===== config.mk =====
export PLATFORM = sky130hd
export DESIGN_NAME = mux_rr_arbiter_flat
export DESIGN_NICKNAME = d
export VERILOG_FILES = /design/src/rtl/mux_arb_pkg.sv /design/src/rtl/mux_rr_arbiter_if.sv /design/src/rtl/mux4_tree.sv /design/src/rtl/mux_rr_arbiter.sv /design/src/flat_wrapper.sv
export SDC_FILE = /design/constraint.sdc
export NUM_CORES = 1
export LEC_CHECK = 0
export BUFFER_PORTS_ARGS = -buffer_cell sky130_fd_sc_hd__buf_2
export CORE_UTILIZATION = 35
export DETAILED_ROUTE_END_ITERATION = 12
export MAX_ROUTING_LAYER = met4
export PLACE_DENSITY = 0.85
export SYNTH_ARGS = -nofsm -noshare
export SYNTH_HDL_FRONTEND = slang
export SYNTH_HIERARCHICAL = 1
export SYNTH_SLANG_ARGS = --single-unit

===== constraint.sdc =====
create_clock -name clk -period 1.9 [get_ports clk]
set_input_delay 0.38 -clock clk [delete_from_list [all_inputs] [get_ports clk]]
set_output_delay 0.38 -clock clk [all_outputs]
set_load 0.1 [all_outputs]

===== src/rtl/mux_arb_pkg.sv =====
// Shared constants, select type and the round-robin pick helper for mux_rr_arbiter.
package mux_arb_pkg;

    localparam int unsigned NUM_REQ = 4;
    localparam int unsigned SEL_W   = 2;

    typedef logic [SEL_W-1:0] sel_t;

    typedef struct packed {
        logic found;
        sel_t idx;
    } pick_t;

    // First valid requester scanning prio, prio+1, ... modulo NUM_REQ.
    function automatic pick_t rr_pick(input logic [NUM_REQ-1:0] valid, input sel_t prio);
        pick_t p;
        sel_t  idx;
        p = '0;
        // Descending scan so the smallest offset from prio is the last write and wins.
        for (int i = int'(NUM_REQ) - 1; i >= 0; i--) begin
            idx = prio + SEL_W'(i);
            if (valid[idx]) begin
                p.found = 1'b1;
                p.idx   = idx;
            end
        end
        return p;
    endfunction

endpackage


===== src/rtl/mux_rr_arbiter_if.sv =====
// Requester and output channel bundle for mux_rr_arbiter.
interface mux_rr_arbiter_if #(parameter int unsigned WIDTH = 8);
    import mux_arb_pkg::*;

    logic [NUM_REQ-1:0]       req_valid;
    logic [NUM_REQ*WIDTH-1:0] req_data;
    logic [NUM_REQ-1:0]       req_last;
    logic [NUM_REQ-1:0]       req_ready;
    logic                     out_valid;
    logic                     out_ready;
    logic [WIDTH-1:0]         out_data;
    sel_t                     out_src;

    modport master (
        output req_valid, req_data, req_last, out_ready,
        input  req_ready, out_valid, out_data, out_src
    );

    modport slave (
        input  req_valid, req_data, req_last, out_ready,
        output req_ready, out_valid, out_data, out_src
    );

endinterface


===== src/rtl/mux4_tree.sv =====
// Combinational 4:1 mux built as two 2:1 levels (sel[0] first, then sel[1]).
module mux4_tree
    import mux_arb_pkg::*;
#(
    parameter int unsigned WIDTH = 8
) (
    input  logic [4*WIDTH-1:0] din,
    input  sel_t               sel,
    output logic [WIDTH-1:0]   dout
);

    logic [WIDTH-1:0] lvl_lo;
    logic [WIDTH-1:0] lvl_hi;

    assign lvl_lo = sel[0] ? din[1*WIDTH +: WIDTH] : din[0*WIDTH +: WIDTH];
    assign lvl_hi = sel[0] ? din[3*WIDTH +: WIDTH] : din[2*WIDTH +: WIDTH];
    assign dout   = sel[1] ? lvl_hi : lvl_lo;

endmodule


===== src/rtl/mux_rr_arbiter.sv =====
// Four-requester round-robin arbiter driving a shared 4:1 mux into a registered output.
// Optional burst lock enabled by defining MUX_ARB_LOCK_EN.
module mux_rr_arbiter
    import mux_arb_pkg::*;
#(
    parameter int unsigned WIDTH = 8
) (
    input  logic             clk,
    input  logic             rst,
    mux_rr_arbiter_if.slave  bus
);

    pick_t              pick;
    sel_t               sel;
    logic               any_valid;
    logic               can_load;
    logic               accept;
    logic [NUM_REQ-1:0] grant_vec;
    logic [WIDTH-1:0]   mux_out;

    sel_t               prio;
    logic               out_valid_q;
    logic [WIDTH-1:0]   out_data_q;
    sel_t               out_src_q;

`ifdef MUX_ARB_LOCK_EN
    logic               locked;
    sel_t               lock_idx;
`else
    logic               unused_last;
    assign unused_last = ^bus.req_last;
`endif

    // Grant selection, capacity and requester-side ready.
    always_comb begin
        pick      = rr_pick(bus.req_valid, prio);
        sel       = pick.idx;
        any_valid = pick.found;
`ifdef MUX_ARB_LOCK_EN
        if (locked) begin
            sel       = lock_idx;
            any_valid = bus.req_valid[lock_idx];
        end
`endif
        can_load  = ~out_valid_q | bus.out_ready;
        accept    = can_load & any_valid & ~rst;
        grant_vec = '0;
        if (accept) begin
            grant_vec[sel] = 1'b1;
        end
    end

    mux4_tree #(.WIDTH(WIDTH)) u_mux (
        .din  (bus.req_data),
        .sel  (sel),
        .dout (mux_out)
    );

    // Output register, priority pointer and burst lock state.
    always_ff @(posedge clk) begin
        if (rst) begin
            prio        <= '0;
            out_valid_q <= 1'b0;
            out_data_q  <= '0;
            out_src_q   <= '0;
`ifdef MUX_ARB_LOCK_EN
            locked      <= 1'b0;
            lock_idx    <= '0;
`endif
        end else begin
            if (accept) begin
                out_valid_q <= 1'b1;
                out_data_q  <= mux_out;
                out_src_q   <= sel;
`ifdef MUX_ARB_LOCK_EN
                if (bus.req_last[sel]) begin
                    locked <= 1'b0;
                    prio   <= sel + SEL_W'(1);
                end else begin
                    locked   <= 1'b1;
                    lock_idx <= sel;
                end
`else
                prio <= sel + SEL_W'(1);
`endif
            end else if (bus.out_ready) begin
                out_valid_q <= 1'b0;
            end
        end
    end

    assign bus.req_ready = grant_vec;
    assign bus.out_valid = out_valid_q;
    assign bus.out_data  = out_data_q;
    assign bus.out_src   = out_src_q;

endmodule


===== src/flat_wrapper.sv =====
// flat-port wrapper written by rule: the top's interface ports become plain ports
module mux_rr_arbiter_flat import mux_arb_pkg::*;
#(
    parameter int unsigned WIDTH = 8
)
  (clk, rst, bus_req_valid, bus_req_data, bus_req_last, bus_out_ready, bus_req_ready, bus_out_valid, bus_out_data, bus_out_src);
  mux_rr_arbiter_if #(.WIDTH(WIDTH)) bus_i ();
  input  logic clk;
  input  logic rst;
  input wire logic [$bits(bus_i.req_valid)-1:0] bus_req_valid;
  input wire logic [$bits(bus_i.req_data)-1:0] bus_req_data;
  input wire logic [$bits(bus_i.req_last)-1:0] bus_req_last;
  input wire logic [$bits(bus_i.out_ready)-1:0] bus_out_ready;
  output wire logic [$bits(bus_i.req_ready)-1:0] bus_req_ready;
  output wire logic [$bits(bus_i.out_valid)-1:0] bus_out_valid;
  output wire logic [$bits(bus_i.out_data)-1:0] bus_out_data;
  output wire logic [$bits(bus_i.out_src)-1:0] bus_out_src;
  assign bus_i.req_valid = bus_req_valid;
  assign bus_i.req_data = bus_req_data;
  assign bus_i.req_last = bus_req_last;
  assign bus_i.out_ready = bus_out_ready;
  assign bus_req_ready = bus_i.req_ready;
  assign bus_out_valid = bus_i.out_valid;
  assign bus_out_data = bus_i.out_data;
  assign bus_out_src = bus_i.out_src;
  mux_rr_arbiter #(.WIDTH(WIDTH)) u_core (.clk(clk), .rst(rst), .bus(bus_i));
endmodule

==> results of run 1 <==
[layout make-up]
type	count	area (µm²)	area share, %
clock buffer	4	26.3	1.93
inverter	3	11.3	0.827
multi-input combinational	59	563	41.4
sequential	13	268	19.7
tap	27	33.8	2.48
timing repair buffer	66	459	33.7
[through the flow]
step	cell area [µm²]	util, %	worst slack (ns)	setup TNS [ns]
6_report	1360	67.3	-0.222	-1.87
3_3_place_gp	1250	61.8	-0.0714	-0.296
4_1_cts	1320	65.5	-0.263	-2.40
3_5_place_dp	1250	61.8	-0.118	-0.832
2_1_floorplan	852	-	-0.221	-1.04
5_1_grt	1360	67.3	-0.307	-2.58
[layout by cell type, fill, tap and decap left out, types with 2 or more instances in the layout]
| cell | count |
|---|---|
| sky130_fd_sc_hd__inv_1 | 2 |
| sky130_fd_sc_hd__nor3b_4 | 2 |
| sky130_fd_sc_hd__o21ai_1 | 9 |
| sky130_fd_sc_hd__buf_12 | 6 |
| sky130_fd_sc_hd__dfxtp_1 | 11 |
| sky130_fd_sc_hd__a21oi_1 | 2 |
| sky130_fd_sc_hd__buf_2 | 49 |
| sky130_fd_sc_hd__dfxtp_4 | 2 |
| sky130_fd_sc_hd__nor2_1 | 4 |
| sky130_fd_sc_hd__nand2_1 | 10 |
| sky130_fd_sc_hd__buf_4 | 9 |
| sky130_fd_sc_hd__nand2b_1 | 9 |
| sky130_fd_sc_hd__mux2i_1 | 2 |
| sky130_fd_sc_hd__mux4_2 | 8 |
| sky130_fd_sc_hd__clkbuf_4 | 3 |
[repair_timing]
action / 4_1_cts / 5_1_grt
pin swaps: 6 / 6
endpoints found under the setup margin: 4 / 12
setup buffers: 3 / 1
gates resized for setup: 3 / 5
[power by group through the flow]
stage | combinational, mW | clock [mW] | sequential, mW
2_1_floorplan | 0.231 | 0 | 0.563
3_3_place_gp | 0.592 | 0 | 0.334
3_5_place_dp | 0.601 | 0 | 0.336
4_1_cts | 0.633 | 0.173 | 0.330
5_1_grt | 0.680 | 0.193 | 0.335
6_report | 0.649 | 0.168 | 0.330
[kinds of logic after synthesis]
family / share of synthesized area [%]
AO/OA/AOI/OAI: 12.2
buffers and inverters: 5.95
flip-flops: 33.4
multiplexers: 25.7
AND/OR/NAND/NOR: 22.7
[path summary, 6_finish.rpt]
kind | to | start | slack, ns
min | u_core/bus.out_valid | bus_out_ready | 0.40
max reg2reg | u_core/bus.out_data[0] | u_core/prio[1] | -0.19
min reg2reg | u_core/bus.out_src[0] | u_core/bus.out_src[0] | 0.46
max | bus_req_ready[0] | u_core/prio[1] | -0.22
[worst max-delay path: stages (launching register included)]
cell                       delay, ns
sky130_fd_sc_hd__dfxtp_4        0.36
sky130_fd_sc_hd__mux2i_1        0.11
sky130_fd_sc_hd__nor2_1         0.18
sky130_fd_sc_hd__a311oi_4       0.08
sky130_fd_sc_hd__buf_12         0.17
sky130_fd_sc_hd__buf_8          0.12
sky130_fd_sc_hd__nor3_4         0.24
sky130_fd_sc_hd__buf_12         0.21
[registers in the layout, indices dropped and copies added (netlist names)]
signal,cells
u_core/prio,2
u_core/bus.out_valid,1
u_core/bus.out_src,2
u_core/bus.out_data,8
[metal layers]
layer | track usage, % | vias to the layer above
li1 | - | 418
met4 | 5.88 | 0
met5 | - | -
met1 | 21.0 | 406
met2 | 37.4 | 40
met3 | 4.05 | 2
==> reports/results.txt, run 1 <==
The run finished, with violations left. The final reports fail on negative setup slack. The first global-routing pass estimated 3560 µm of wire.

Data on the critical path arrives at its endpoint at 1.74 ns. After synthesis the netlist holds a flip-flop and latch count of 13. Combinational cells account for 56.6% of the total power. The worst supply voltage drop on vdd is 0.000598 V.

In the synthesized netlist the async set-or-reset flop fraction comes to 0%. The layout has 175 filler cells. Summing every instance area after synthesis gives 778 µm². Setup repair after global routing could not meet its margin everywhere.

The run gives 81 as the number of standard cells after synthesis. Of the synthesized area, sequential elements account for 33.4%. For this run the aggregate overflow at the end of global routing stands at 0.

For the latest clock arrival within the worst-skew pair, the log shows 0.27 ns. The share of synthesized area in the top cell type comes to 33.4%. After layout, the minimum clock period comes to 2.12 ns.

The die height was 49.2 µm; the hold buffer count at cts was 0. The tools report the total routing usage reported by global routing as 20.1%. The number of hold violations in the final report is 0, and the DRC violation count after routing is 0. The most used flip-flop cell after synthesis is sky130_fd_sc_hd__dfxtp_1. The fraction of layout instances using a drive strength above 1 is 64.1%, and the number of endpoints failing setup at the final stage is 10. Timing would allow up to 471 MHz. The first detailed-routing pass took 4 iterations.

At the end of the flow, the number of nets in the layout was 189. After clock tree synthesis, the clock-pin slew on the worst setup and hold paths is 0.08 ns. The biggest area contributor in the post-synthesis netlist is sky130_fd_sc_hd__dfxtp_1.

The internal power of the cells totals 0.621 mW. Sorting the synthesized cells by area gives the leading types as sky130_fd_sc_hd__dfxtp_1, sky130_fd_sc_hd__mux4_2, sky130_fd_sc_hd__nand2b_1, sky130_fd_sc_hd__o21ai_0, sky130_fd_sc_hd__nand2_1. For the non-filler instance count after layout, the log shows 172. Post-synthesis net count: 124. The number of cells after detailed placement was 164.

For the maximum buffer depth of the clock tree, the log shows 2. Counting cells, the worst reg-to-reg path comes to 9. In this run the core area contains 16 standard-cell rows. After detailed routing, the number of vias per cell comes to 5.03. The initial antenna violation count is 0, and the wire length per cell after detailed routing is 12.2 µm. Final weighted congestion of routability-driven global placement: 0.783. The routed layout has 866 vias.

The met1 routed wirelength after detailed routing was 763 µm. The setup path with the least slack is of type reg -> out. In this run the tightest slew margin relative to its limit is 67.8%. The number of distinct standard cells referenced by the synthesized netlist was 21; the slew at the pin closest to its max-slew limit was 0.487 ns.

By count the netlist is led by sky130_fd_sc_hd__dfxtp_1, sky130_fd_sc_hd__nand2_1, sky130_fd_sc_hd__nand2b_1. The logs give 0 for the remaining number of nets flagged by the antenna check after routing and 13 for the number of clock sinks seen by CTS. The root buffer cell was sky130_fd_sc_hd__clkbuf_4. The uppermost signal routing layer after detailed routing was met4.

By instance count, the leading cell after synthesis is sky130_fd_sc_hd__dfxtp_1. The horizontal die dimension was 49.2 µm; the count of pins over their slew limit was 0. The initial utilization of the core area, before any placement, comes to 38.5%. TritonCTS built the clock tree. For the antenna diode count, the log shows 0. Yosys mapped a number of flops with a built-in enable equal to 0. The final critical-path setup slack came out at -0.222 ns.

The tools report the number of maximum-capacitance violations as 0. The die covers 2420 µm². The final clock period utilization by the worst path came out at 112%. Number of warnings printed during yosys synthesis: 6. STA classifies the critical path endpoint as an output pin.

The growth of design area from synthesis to finish came out at 74.9%. The worst hold path was traced through 3 stages. Pin placement for this block handled 58 I/O pins.

Number of violations reported at the end of detailed-routing iteration 0: 9. The mean post-synth cell area is 9.61 µm². Of all nets on the critical path, the largest fanout is 4. The setup clock skew after layout is 0.000865 ns.

The leakage power total came out at 0.623 nW. The required time of the critical path was 1.52 ns; the areal power density over the cells was 843 nW/µm². The H-tree level count came out at 1.

The overall power consumption is 1.15 mW, and the number of buffer cells added on primary ports is 53. For the sum of net half-perimeters after detailed placement, the log shows 1650 µm. The worst setup path is launched from a register. Buffers inserted during clock tree synthesis total 3. For the via count of the first global-routing pass, the log shows 859. In this run the worst hold path is classified as in -> reg. The logs give 2020 µm² for the core region area and 14.6% for the power share of the clock group. Summed over all nets, wire length on met2 after detailed routing comes to 1170 µm. Of the total power, the share spent switching nets is 45.9%. The tools report the total wire length after detailed routing as 2100 µm. The net switching power came out at 0.527 mW. Registers are responsible for 28.8% of the overall power. The tightest hold path in the finished design has a slack of 0.404 ns. The logs give 151 µm for the routed length on met3 and 13 for the maximum number of pins on one net before global-route repair.
(Power assumes the default switching activity.)
==> run 2: changes to the inputs <==
CORE_ASPECT_RATIO = 1.2   (was not set)
REMOVE_ABC_BUFFERS = 1   (was not set)
SLEW_MARGIN = 15   (was not set)
==> reports/results.txt, run 2 (synthesis gave the netlist of run 1 again) <==
Port buffering added 53 buffers. The tightest min-delay check is of the in -> reg type. The worst hold slack was 0.398 ns. Fraction of layout instances using a drive strength above 1: 64.9%.

The run gives 0 as the number of hold violations in the final report. The initialized floorplan defines 18 standard-cell rows. The number of logic stages on the critical path including buffering works out to 6. The tools report the count of nets after finishing as 195. The maximum buffer depth of the clock tree was 2. The setup clock skew after layout was 0.00878 ns; the count of pins over their slew limit was 0.

Setup TNS after final layout: -0.849 ns. Setup slack on the worst reg-to-reg path comes out at -0.04 ns. The worst setup path is captured at an output pin. Summed over all cells, the static leakage comes to 0.627 nW.

The number of hold buffers added after CTS was 0. For the maximum number of pins on one net before global-route repair, the log shows 13. The post-place instance area is 1220 µm². Counting both buffers and inverters, the worst setup path holds a total of 2. In this run the count of I/O pins placed on the die edge is 58. For the global-route wire length before repair, the log shows 3560 µm. In this run the clock root is driven by a sky130_fd_sc_hd__clkbuf_4. At the pin with the least slew margin, the transition time is 0.511 ns. For the number of cells after detailed placement, the log shows 173. At the worst endpoint, the required time is 1.52 ns. Setup repair after global routing could not meet its margin everywhere. The ratio of routed vias to standard cells is 4.71, and the sum of net half-perimeters after detailed placement is 1780 µm.

TritonCTS built the clock tree. The remaining number of nets flagged by the antenna check after routing was 0; the die height was 53.7 µm. The total via count after detailed routing was 852; the initial antenna violation count was 0. For the antenna diode count, the log shows 0. For this design, the sink count on the clock tree is 13. Counting cells, the worst reg-to-reg path comes to 8.

For the number of maximum-capacitance violations, the log shows 0. After detailed routing, the number of remaining DRC violations is 0. The routed design has 2300 µm of wire. The run gives 869 as the via count of the first global-routing pass.

The run gives 0.691 as the final weighted congestion of routability-driven global placement. For the total clock buffers created by CTS, the log shows 3. The tools report the sort of element at the start of the critical path as a register. The finished cells cover 1330 µm². Die outline area: 2420 µm². The critical path in this run is classified as reg -> out. For the endpoint arrival time on the critical path, the log shows 1.73 ns. The largest single stage delay on the critical path is 0.37 ns.

Part of the total power dissipated in sequential elements: 29.3%. Summed over all nets, the switching power comes to 0.524 mW. The kind of cell with the highest combined delay along the critical path is compound AO/OA/AOI/OAI gates.

The library cells used most frequently in the layout, excluding fill and tap cells, are sky130_fd_sc_hd__buf_2, sky130_fd_sc_hd__buf_4, sky130_fd_sc_hd__dfxtp_1, sky130_fd_sc_hd__nand2_1, sky130_fd_sc_hd__nand2b_1. The worst path uses 111% of the clock period. Final critical-path setup slack: -0.209 ns. The floorplan step set the die width to 45.0 µm. The library cell used most frequently in the layout, excluding fill and tap cells, is sky130_fd_sc_hd__buf_2. The tools report the combinational power share as 55.4%.

Walking the worst path, the cells encountered are a21oi_1 > o21ai_1 > o2bb2a_2 > buf_4 > nor3_4 > buf_12. The worst hold path stage count works out to 3. The initial utilization of the core area, before any placement, comes to 37.6%. For the number of violations reported at the end of detailed-routing iteration 0, the log shows 10. The run gives 0.000490 V as the worst supply voltage drop on vdd. Headroom to the max-slew limit came out at 65.6%. Wire length per cell after detailed routing: 12.7 µm.

For this run the aggregate overflow at the end of global routing stands at 0. The checks that failed: negative setup slack. From synthesis to final layout, the design area changed by 71.4%. Setup violations remaining at the end of the flow were counted as 7. The net switching fraction of the power is 46.4%, and the non-filler instance count after layout is 181. The total routing usage reported by global routing came out at 21.3%. The number of flip-flops in the largest register works out to 8. The number of optimization iterations in the first detailed-route pass was 4; the internal power component was 0.606 mW. For the H-tree level count, the log shows 1.

The run gives 2070 µm² as the core region area. The peak fanout along the critical path works out to 4. The share of total power dissipated in the clock network is 15.4%. The clock reaches the later pin of the worst-skew pair after 0.27 ns. The run finished, with violations left. Clock-pin slew was measured on the worst setup and hold paths at 0.09 ns.

The slowest stage of the critical path belongs to the cell sky130_fd_sc_hd__dfxtp_2. For the finished layout, the period the worst path requires is 2.11 ns. The areal power density over the cells is 847 nW/µm², and the fmax is 474 MHz.
## run 2: metal layers
layer / share of wire, % / vias to the layer above / track usage [%]
li1: - / 428 / -
met1: 36 / 389 / 19.5
met2: 59 / 33 / 44.0
met3: 4.1 / 2 / 2.01
met4: 0.83 / 0 / 7.58
met5: 0 / - / -
## run 2: path summary, 6_finish.rpt
| check | from | to |
|---|---|---|
| worst min register to register | u_core/bus.out_src[0] | u_core/bus.out_src[0] |
| worst max register to register | u_core/prio[1] | u_core/bus.out_data[0] |
| worst max-delay path | u_core/prio[1] | bus_req_ready[0] |
| worst min-delay path | bus_out_ready | u_core/bus.out_valid |
## run 2: power by group through the flow
stage	combinational [mW]	clock, mW	sequential [mW]
finish	0.626	0.174	0.331
global route	0.656	0.195	0.336
CTS	0.609	0.179	0.331
detailed placement	0.581	0	0.336
global placement	0.571	0	0.334
floorplan	0.186	0	0.562
## run 2: timing repair
item                                    4_1_cts  5_1_grt
endpoints found under the hold margin         0        0
pin swaps                                     4        5
endpoints found under the setup margin       12       12
cloned                                        0        0
resized for setup                            10       10
setup buffers                                 3        1
## run 2: stage by stage
stage	util, %	total power, mW	setup slack [ns]
2_1_floorplan	-	0.748	-3.01
3_3_place_gp	59.1	0.904	-0.133
3_5_place_dp	59.1	0.917	-0.160
4_1_cts	63.0	1.12	-0.180
5_1_grt	64.4	1.19	-0.275
6_report	64.4	1.13	-0.209
## run 2: area by class of cell
| type | instances | area, µm² |
|---|---|---|
| Inverter | 3 | 11.3 |
| Multi-Input combinational cell | 59 | 528 |
| Timing Repair Buffer | 72 | 468 |
| Sequential cell | 13 | 263 |
| Clock buffer | 4 | 26.3 |
| Fill cell | 185 | 738 |
| Tap cell | 30 | 37.5 |
## run 2: worst reg2reg max path, delay by kind of cell (launching register included)
| family | cells | cell delay [ns] |
|---|---|---|
| compound gates | 2 | 0.30 |
| buf+inv | 2 | 0.34 |
| flops | 1 | 0.37 |
| mux | 2 | 0.69 |
| simple gates | 2 | 0.14 |
==> run 3: changes to the inputs <==
CORE_UTILIZATION = 42   (was 35)
PLACE_DENSITY = 0.94   (was 0.85)
TNS_END_PERCENT = 1   (was not set)
clock period = 2.55 ns   (was 1.9 ns; I/O delays follow)
==> reports/results.txt, run 3 (synthesis gave the netlist of run 1 again) <==
The run finished with clean final reports. The run gives 181 as the count of nets after finishing. The number of hold violations in the final report is 0.

Max-cap violations in this run came to 0. The tools report the count of pins over their slew limit as 0. Path type of the worst setup path: in -> out. The core region is 1680 µm². TritonCTS built the clock tree. Entering global routing, the biggest net connects 14 pins.

Once detail routing completed, the nets flagged for antenna violations numbered 0. In this run the core area contains 16 standard-cell rows. The slowest stage of the critical path is the sky130_fd_sc_hd__o2bb2a_1 cell. Pin placement for this block handled 58 I/O pins. The global-route wire length before repair is 2970 µm, and the post-place instance area is 1130 µm².

The H-tree level count is 1, and the number of clock sinks seen by CTS is 13. In this run the worst path has a maximum fanout of 7. The number of violations reported at the end of detailed-routing iteration 0 came out at 10.

The number of endpoints failing setup at the final stage came out at 0. Detailed routing inserted a total of 818 vias. The HPWL after detailed placement is 1700 µm. The number of buffer cells added on primary ports is 53, and the detailed route wirelength on metal2 is 1120 µm.

The first detailed-routing pass ran for 4 iterations. For this configuration, the core starts out at a cell density of 46.3%. Required time of the critical path: 2.04 ns. Root buffer cell: sky130_fd_sc_hd__clkbuf_4.

The area growth from synthesis to layout is 49.2%. The die is 41.3 µm wide. The number of cells after detailed placement is 151, and the fraction of layout instances using a drive strength above 1 is 54.0%.

For this design the total switching power over the nets is 0.367 mW. The DRC violation count after routing is 0. The tools report the combinational power share as 52.9%. The initial antenna violation count is 0. The die covers 2030 µm². The worst setup path is launched from an input port.

For the leakage power total, the log shows 0.548 nW. TritonCTS created 3 clock buffers. Registers are responsible for 31.5% of the overall power. Traced cell by cell, the critical path runs through buf_2 > a21oi_1 > o21ai_1 > o2bb2a_1 > nor3b_1 > buf_12.

After clock tree synthesis, the clock-pin slew on the worst setup and hold paths is 0.08 ns. The tools report the category of the worst setup path capture point as an output pin. In the finished design, the share of the clock period the worst path needs comes to 93.6%.

The min-delay analysis places its worst path in the category reg -> reg. At the pin with the least slew margin, the transition time is 0.492 ns. The filler cells instantiated in the layout total 133. The endpoint arrival time on the critical path was 1.88 ns; the setup clock skew after layout was 0.00268 ns.

For the worst supply voltage drop on vdd, the log shows 0.000340 V. Setup repair after global routing left no endpoint under its margin. The run gives 0.697 as the final weighted congestion of routability-driven global placement. The ratio of routed vias to standard cells came out at 5.28. The routed length on met3 was 149 µm.

The final critical-path setup slack is 0.164 ns, and the net switching fraction of the power is 46.8%. Measured on the finished design, the core utilization comes to 69.0%. The leading cell type in the layout, fill and taps excluded is sky130_fd_sc_hd__buf_2. The final layout contains routed wiring with a total length of 2070 µm. The met1 routed wirelength after detailed routing is 794 µm, and the clock period minus worst slack is 2.39 ns. The clock reaches the later pin of the worst-skew pair after 0.27 ns. With fillers left out, the area of the finished cells amounts to 1160 µm². The areal power density over the cells works out to 676 nW/µm².

The register with the most flip-flops in the layout has 8 of them. Global routing used 21.4% of the available tracks across all layers. The uppermost signal routing layer after detailed routing is met4. For this run the aggregate overflow at the end of global routing stands at 0. Via count of the first global-routing pass: 778. For the non-filler instance count after layout, the log shows 155.

The internal power component is 0.418 mW, and the relative max-transition margin is 67.4%. The tools report the fmax as 419 MHz. 0 antenna diodes ended up in the layout. The tools report the worst setup slack after placement as 0.160 ns.

Total power for the finished layout comes to 0.785 mW. The longest clock path from root to sink contains 2 buffers. The wire length per cell after detailed routing was 13.3 µm; the power share of the clock group was 15.7%. In the layout the commonest cells are sky130_fd_sc_hd__buf_2, sky130_fd_sc_hd__nand2_1, sky130_fd_sc_hd__dfxtp_1, sky130_fd_sc_hd__nand2b_1, sky130_fd_sc_hd__o21ai_0. The die height is 49.2 µm, and the delay of the slowest cell on the worst path is 0.39 ns.

Post-CTS setup repair buffer count: 0.
-- run 3: cell types whose count changed in the layout (fill, tap and decap cells not counted), moves of 2 or more --
cell	before	now
sky130_fd_sc_hd__nand2_2	2	0
sky130_fd_sc_hd__o21ai_1	6	1
sky130_fd_sc_hd__buf_4	19	5
sky130_fd_sc_hd__nand2_1	10	12
sky130_fd_sc_hd__o21ai_0	3	9
-- run 3: repair_timing --
item / 4_1_cts / 5_1_grt
setup endpoints to repair: 0 / 1
resized for setup: 0 / 1
hold buffers: 0 / 0
hold endpoints to repair: 0 / 0
-- run 3: worst paths after layout --
path | cells after the start | to | slack (ns) | start
worst min-delay path | 2 | u_core/bus.out_src[0] | 0.45 | u_core/bus.out_src[0]
worst max-delay path | 6 | bus_req_ready[2] | 0.16 | bus_req_valid[0]
worst max register to register | 7 | u_core/bus.out_data[2] | 0.46 | u_core/prio[1]
worst min register to register | 2 | u_core/bus.out_src[0] | 0.45 | u_core/bus.out_src[0]
-- run 3: routing by layer --
metal  vias to the layer above  GRT usage, %
met4                         0          6.45
met1                       378          22.0
li1                        403             -
met2                        35          38.8
met3                         2          2.74
met5                         -             -
-- run 3: area by class of cell --
cell class / instances / area, µm² / share of cell area [%]
clock buffers: 4 / 26.3 / 2.26
flip-flops and latches: 13 / 262 / 22.5
repair buffers: 58 / 363 / 31.3
well taps: 18 / 22.5 / 1.94
inverters: 3 / 11.3 / 0.970
multi-input cells: 59 / 477 / 41.1
-- run 3: critical path, delay by kind of cell --
family	cells	cell delay (ns)
compound gates	3	0.62
simple gates	1	0.38
buf+inv	2	0.36
-- run 3: power by group through the flow --
| stage | clock network [mW] | logic, mW | registers [mW] |
|---|---|---|---|
| CTS | 0.129 | 0.417 | 0.247 |
| detailed placement | 0 | 0.416 | 0.251 |
| floorplan | 0 | 0.138 | 0.419 |
| global route | 0.136 | 0.437 | 0.251 |
| finish | 0.123 | 0.415 | 0.247 |
| global placement | 0 | 0.407 | 0.249 |
-- run 3: per-stage QoR --
stage | setup TNS (ns) | hold WS, ns
6_report | 0 | 0.452
3_5_place_dp | 0 | 0.437
3_3_place_gp | 0 | 0.430
2_1_floorplan | -7.65 | 0.447
4_1_cts | 0 | 0.452
5_1_grt | 0 | 0.497
